## src/rtl/int_controller.sv

```systemverilog
// int_controller: edge-triggered interrupt controller for a coprocessor.
// Rising edges on IRQ lines become pending requests. One enabled request is
// arbitrated (fixed priority or round-robin) and offered on INT. The offer is
// held until INT_ACK, a timeout, or a configuration write that disables it.
// A small register file (CTRL, EN, PENDING, STATUS) is reached over CFG_*.
module int_controller #(
    parameter int N_SRC   = 4,
    parameter int TIMEOUT = 16
) (
    input  logic             clk,
    input  logic             reset,
    input  logic [N_SRC-1:0] IRQ,
    input  logic             INT_ACK,
    input  logic             ERET,
    input  logic             CFG_WE,
    input  logic             CFG_RE,
    input  logic [1:0]       CFG_ADDR,
    input  logic [31:0]      CFG_WDATA,
    output logic [31:0]      CFG_RDATA,
    output logic             INT,
    output logic [2:0]       IRQ_ID,
    output logic             BUSY,
    output logic [15:0]      DEBUG_INFO
);

    typedef enum logic [1:0] {
        IDLE = 2'd0,
        REQ  = 2'd1,
        SERV = 2'd2
    } state_t;

    state_t state;
    state_t state_next;

    logic [N_SRC-1:0] irq_q;
    logic [N_SRC-1:0] pending;
    logic [N_SRC-1:0] pending_next;
    logic [N_SRC-1:0] rise;
    logic [N_SRC-1:0] eligible;
    logic [N_SRC-1:0] ack_clear;
    logic [N_SRC-1:0] cfg_clear;
    logic [N_SRC-1:0] en;
    logic [N_SRC-1:0] en_next;
    logic [N_SRC-1:0] en_shifted;
    logic [N_SRC-1:0] arb_shifted;

    logic             gie;
    logic             gie_next;
    logic             rr;
    logic             rr_next;
    logic             flag_clear;
    logic             timeout_set;
    logic             timeout_flag;
    logic             timeout_flag_next;
    logic             int_q;

    logic [2:0]       rr_ptr;
    logic [2:0]       rr_ptr_next;
    logic [2:0]       irq_id;
    logic [2:0]       irq_id_next;
    logic [2:0]       winner;
    logic             win_found;
    int               arb_idx;

    logic [7:0]       count;
    logic [7:0]       count_next;

    logic [31:0]      read_value;
    logic [31:0]      rdata_q;
    logic [7:0]       pend_pad;
    logic             unused_bits;

    // A request is a 0->1 transition between the previous and current sample.
    assign rise     = IRQ & ~irq_q;
    assign eligible = pending & en;

    // Decode configuration writes into the values the control registers
    // will hold after this edge, plus the write-one-to-clear strobes.
    always_comb begin
        gie_next   = gie;
        rr_next    = rr;
        en_next    = en;
        cfg_clear  = '0;
        flag_clear = 1'b0;
        if (CFG_WE) begin
            case (CFG_ADDR)
                2'd0: begin
                    gie_next = CFG_WDATA[0];
                    rr_next  = CFG_WDATA[1];
                end
                2'd1:    en_next    = CFG_WDATA[N_SRC-1:0];
                2'd2:    cfg_clear  = CFG_WDATA[N_SRC-1:0];
                default: flag_clear = 1'b1;
            endcase
        end
    end

    // Pick the winning source: lowest index, or the first one at or above
    // rr_ptr (wrapping) when round-robin is selected.
    always_comb begin
        winner      = '0;
        win_found   = 1'b0;
        arb_idx     = 0;
        arb_shifted = '0;
        for (int k = 0; k < N_SRC; k++) begin
            if (rr) begin
                arb_idx = (int'(rr_ptr) + k) % N_SRC;
            end else begin
                arb_idx = k;
            end
            arb_shifted = eligible >> arb_idx;
            if (!win_found && arb_shifted[0]) begin
                winner    = 3'(arb_idx);
                win_found = 1'b1;
            end
        end
    end

    // Next-state logic for the grant handshake. Within REQ an acknowledge
    // beats a withdrawal, which in turn beats a timeout.
    always_comb begin
        state_next  = state;
        irq_id_next = irq_id;
        count_next  = count;
        rr_ptr_next = rr_ptr;
        ack_clear   = '0;
        timeout_set = 1'b0;
        en_shifted  = en_next >> irq_id;
        case (state)
            IDLE: begin
                if (gie && win_found) begin
                    irq_id_next = winner;
                    count_next  = '0;
                    state_next  = REQ;
                end
            end
            REQ: begin
                if (INT_ACK) begin
                    ack_clear  = {{(N_SRC-1){1'b0}}, 1'b1} << irq_id;
                    state_next = SERV;
                end else if (!gie_next || !en_shifted[0]) begin
                    state_next = IDLE;
                end else if (count == 8'(TIMEOUT - 1)) begin
                    timeout_set = 1'b1;
                    state_next  = IDLE;
                end else begin
                    count_next = count + 8'd1;
                end
            end
            SERV: begin
                if (ERET) begin
                    state_next  = IDLE;
                    rr_ptr_next = (irq_id == 3'(N_SRC - 1)) ? 3'd0 : irq_id + 3'd1;
                end
            end
            default: state_next = IDLE;
        endcase
    end

    // A new edge always wins over a same-cycle clear, so nothing is lost.
    assign pending_next      = (pending & ~(ack_clear | cfg_clear)) | rise;
    assign timeout_flag_next = timeout_set | (timeout_flag & ~flag_clear);

    // Register read multiplexer; it sees the values before any same-cycle write.
    always_comb begin
        read_value = '0;
        case (CFG_ADDR)
            2'd0:    read_value = {30'd0, rr, gie};
            2'd1:    read_value = 32'(en);
            2'd2:    read_value = 32'(pending);
            default: read_value = {23'd0, timeout_flag, 2'b00, state, 1'b0, irq_id};
        endcase
    end

    // Configuration registers: GIE, RR and the per-source enables.
    always_ff @(posedge clk) begin
        if (!reset) begin
            gie <= 1'b1;
            rr  <= 1'b0;
            en  <= '1;
        end else begin
            gie <= gie_next;
            rr  <= rr_next;
            en  <= en_next;
        end
    end

    // Controller state: edge detector, pending set, FSM, counter and flags.
    always_ff @(posedge clk) begin
        if (!reset) begin
            state        <= IDLE;
            irq_q        <= '0;
            pending      <= '0;
            irq_id       <= '0;
            rr_ptr       <= '0;
            count        <= '0;
            timeout_flag <= 1'b0;
            int_q        <= 1'b0;
        end else begin
            state        <= state_next;
            irq_q        <= IRQ;
            pending      <= pending_next;
            irq_id       <= irq_id_next;
            rr_ptr       <= rr_ptr_next;
            count        <= count_next;
            timeout_flag <= timeout_flag_next;
            int_q        <= (state_next == REQ);
        end
    end

    // Read data is presented for exactly one cycle after a read strobe.
    always_ff @(posedge clk) begin
        if (!reset) begin
            rdata_q <= '0;
        end else if (CFG_RE) begin
            rdata_q <= read_value;
        end else begin
            rdata_q <= '0;
        end
    end

    assign pend_pad    = 8'(pending);
    assign unused_bits = ^{CFG_WDATA[31:N_SRC], pend_pad[7:6]};

    assign CFG_RDATA  = rdata_q;
    assign INT        = int_q;
    assign IRQ_ID     = irq_id;
    assign BUSY       = (state == REQ) || (state == SERV);
    assign DEBUG_INFO = {timeout_flag, 1'b0, state, irq_id, rr_ptr, pend_pad[5:0]};

endmodule

```

## config.mk

```make
export PLATFORM = sky130hd
export DESIGN_NAME = int_controller
export DESIGN_NICKNAME = d
export VERILOG_FILES = /design/src/rtl/int_controller.sv
export SDC_FILE = /design/constraint.sdc
export NUM_CORES = 1
export LEC_CHECK = 0
export CORE_MARGIN = 2
export CORE_UTILIZATION = 30
export DETAILED_ROUTE_END_ITERATION = 12
export HOLD_SLACK_MARGIN = 0.12
export REMOVE_ABC_BUFFERS = 1
export SETUP_SLACK_MARGIN = 0.3
export SLEW_MARGIN = 0
export SYNTH_ARGS = -nofsm -noshare
export SYNTH_HDL_FRONTEND = slang
export SYNTH_SLANG_ARGS = --single-unit
```

## constraint.sdc

```tcl
create_clock -name clk -period 2.2 [get_ports clk]
set_input_delay 0.22 -clock clk [delete_from_list [all_inputs] [get_ports clk]]
set_output_delay 0.22 -clock clk [all_outputs]
set_load 0.01 [all_outputs]
```

==> results.py <==
metrics = {
    "logic_synthesis": {
        "synth_cells": 258,
        "avgSynthCellArea_um2": 8.66,
        "ys_warn_count": 0,
        "ys_ff_latch": 37,
        "asyncSetResetFlopFracSynth_pct": 0,
        "synth-main-ff-cell": "dfxtp_1",
        "syn-cell-area_um2": 2230,
        "synth_edf_count": 0,
        "ys_types": 47,
        "yosysSeqAreaShare_pct": 33.2,
    },
    "die": {
        "fp.coreArea_um2": 7210,
        "ios": 97,
        "die_w_um": 90.3,
        "fp-row-count": 31,
        "start_util_pct": 31.0,
        "die-area_um2": 8150,
        "die_h_um": 90.3,
    },
    "clock_network": {
        "holdBufCountCts": 0,
        "numClockSinks": 37,
        "cts-root-buf": "clkbuf_8",
        "insertion_delay_ns": 0.29,
        "h-tree-depth": 2,
        "cts_max_path_buffers": 2,
        "clkTransAtPathRegs_ns": 0.07,
        "cts_tree": "yes",
        "numCtsBuffers": 5,
    },
    "drt": {
        "antenna_left": 0,
        "vias": 1887,
        "drt_iter0_drc": 57,
        "routed_wl_mm": 5.01,
        "drc_errors": 0,
        "via_per_inst": 4.53,
        "dr.pass1.iters": 4,
        "wire_per_inst_um": 12.0,
    },
    "power": {
        "peakVddDrop_mv": 0.310,
        "leakage_nw": 1.20,
        "p_per_area_nw_per_um2": 676,
        "finalPower_mw": 1.95,
    },
    "placed_design": {
        "port_buffers": 37,
        "placed_cells": 407,
        "dp_slack_ns": -0.0975,
        "place.gp.congestion": 0.813,
        "place_hpwl_mm": 3.83,
    },
    "timing": {
        "drv_slew": 0,
        "maxSlewHeadroom_pct": 65.0,
        "tightest_slew_ns": 0.524,
        "setup_ws_ns": 0.245,
        "fin_hold_ws_ns": 0.416,
        "min_period_over_period_pct": 88.8,
        "period_minus_slack_ns": 1.95,
        "setup_tns_ns": 0,
        "setup_viol": 0,
        "fmax_mhz": 512,
        "rsz0062_at_grt": "true",
        "skew_ns": 0.00605,
        "hold_viol": 0,
    },
    "critical_path": {
        "crit_fanout": 4,
        "crit_slowest_cell": "clkdlybuf4s50_1",
        "worstPathRequired_ns": 2.39,
        "critPathArrivalTime_ns": 2.14,
        "slowest_delay_ns": 0.48,
        "crit_chain": "clkdlybuf4s50_1, nor3b_2, mux2i_2, buf_4, nor3_4, a211o_2, and3_1, and2_1",
        "critical_path_class": "input port to flip-flop",
        "end_kind": "flip-flop",
        "start_kind": "input port",
    },
    "grt": {
        "grt_max_degree": 15,
        "gr-total-overflow": 0,
        "grt_pass1_wl_mm": 8.31,
        "antenna_found_initial": 0,
        "grt_usage_pct": 12.5,
        "grt_pass1_vias": 1794,
    },
    "cells_and_area": {
        "syn_to_final_growth_pct": 28.9,
        "drive_gt1_share_pct": 17.0,
        "n_fill_cell": 755,
        "final_cell_mix": "clkdlybuf4s50_1, dfxtp_1, nand2_1",
        "num-nets-final": 371,
        "fin_cells": 417,
        "final_common_cell": "clkdlybuf4s50_1",
        "antenna_cells": 0,
    },
    "run": {
        "max-cap-violations": 0,
    },
    "min_path": {
        "hp-class": "flip-flop to flip-flop",
    },
    "status": {
        "status": "completed",
    },
}
final cells by class:
class / count / area, µm² / share of cell area (%)
clock buffers: 7 / 86.3 / 3.00
flip-flops and latches: 37 / 746 / 25.9
inverters: 11 / 41.3 / 1.43
repair buffers: 66 / 601 / 20.9
multi-input cells: 197 / 1280 / 44.5
well taps: 99 / 124 / 4.30
per-stage QoR:
step / area [µm²] / util [%]
2_1_floorplan: 2010 / -
3_3_place_gp: 2700 / 37.4
3_5_place_dp: 2700 / 37.4
4_1_cts: 2810 / 38.9
5_1_grt: 2880 / 39.9
6_report: 2880 / 39.9
final timing paths:
check                               end  cells past startpoint                   start  slack (ns)
hold / removal    pending[2]$_SDFF_PN0_                      1     irq_q[2]$_SDFF_PN0_        0.42
setup / recovery         INT$_SDFF_PN0_                      8             CFG_ADDR[1]        0.25
hold reg to reg   pending[2]$_SDFF_PN0_                      1     irq_q[2]$_SDFF_PN0_        0.42
setup reg to reg  count[7]$_SDFFE_PN0P_                      7  IRQ_ID[0]$_SDFFE_PN0P_        0.26
flip-flops by register name, indices dropped and copies added (netlist names):
name          cells
en                4
IRQ_ID            2
pending           4
count             8
CFG_RDATA         7
timeout_flag      1
rr                1
state             2
rr_ptr            2
irq_q             4
INT               1
gie               1
layer usage:
metal | share of wire [%] | GRT usage [%] | up-vias
met2 | 49 | 21.2 | 51
met5 | 0 | 0 | -
li1 | - | - | 947
met3 | 4.3 | 3.92 | 6
met1 | 46 | 15.7 | 883
met4 | 0.80 | 2.56 | 0
cells in the mapped netlist, types with 3 or more instances:
master	instances	area, µm²
ha_1	9	113
nor3_1	4	20.0
o21ai_1	3	15.0
xor2_1	3	26.3
nand2_1	35	131
a21boi_0	4	30.0
nor2b_1	11	68.8
o21ai_0	11	55.1
clkbuf_1	4	15.0
nand2b_1	3	18.8
nand3_1	11	55.1
buf_4	34	255
nand4_1	9	56.3
a21oi_1	9	45.0
mux2i_1	12	120
inv_1	11	41.3
nor2_1	11	41.3
a22oi_1	3	22.5
dfxtp_1	37	741
kinds of logic after synthesis:
logic type	Yosys count	synth area share [%]
AOI/OAI and AO/OA	41	12.0
xor gates and xnor gates	3	1.18
adders and majority gates	9	5.04
buffers and inverters	54	17.1
DFF	37	33.2
muxes	16	9.08
other	1	0.168
and+or+nand+nor	97	22.3
power breakdown:
group / internal (mW) / switching, mW
registers: 0.719 / 0.0431
clock network: 0.249 / 0.233
logic: 0.338 / 0.364
critical path, delay by kind of cell:
family                 cells  cell delay [ns]
buffers and inverters      2             0.65
muxes                      1             0.32
AOI/OAI and AO/OA          1             0.32
and+or+nand+nor            4             0.61
timing repair:
item | in CTS | in global routing
hold endpoints to repair | 0 | 0
setup endpoints to repair | 10 | 12
resized for setup | 6 | 13
buffers inserted | 0 | 3
pin swaps | 1 | 9
Note: power is estimated with default switching activity, not from simulation.
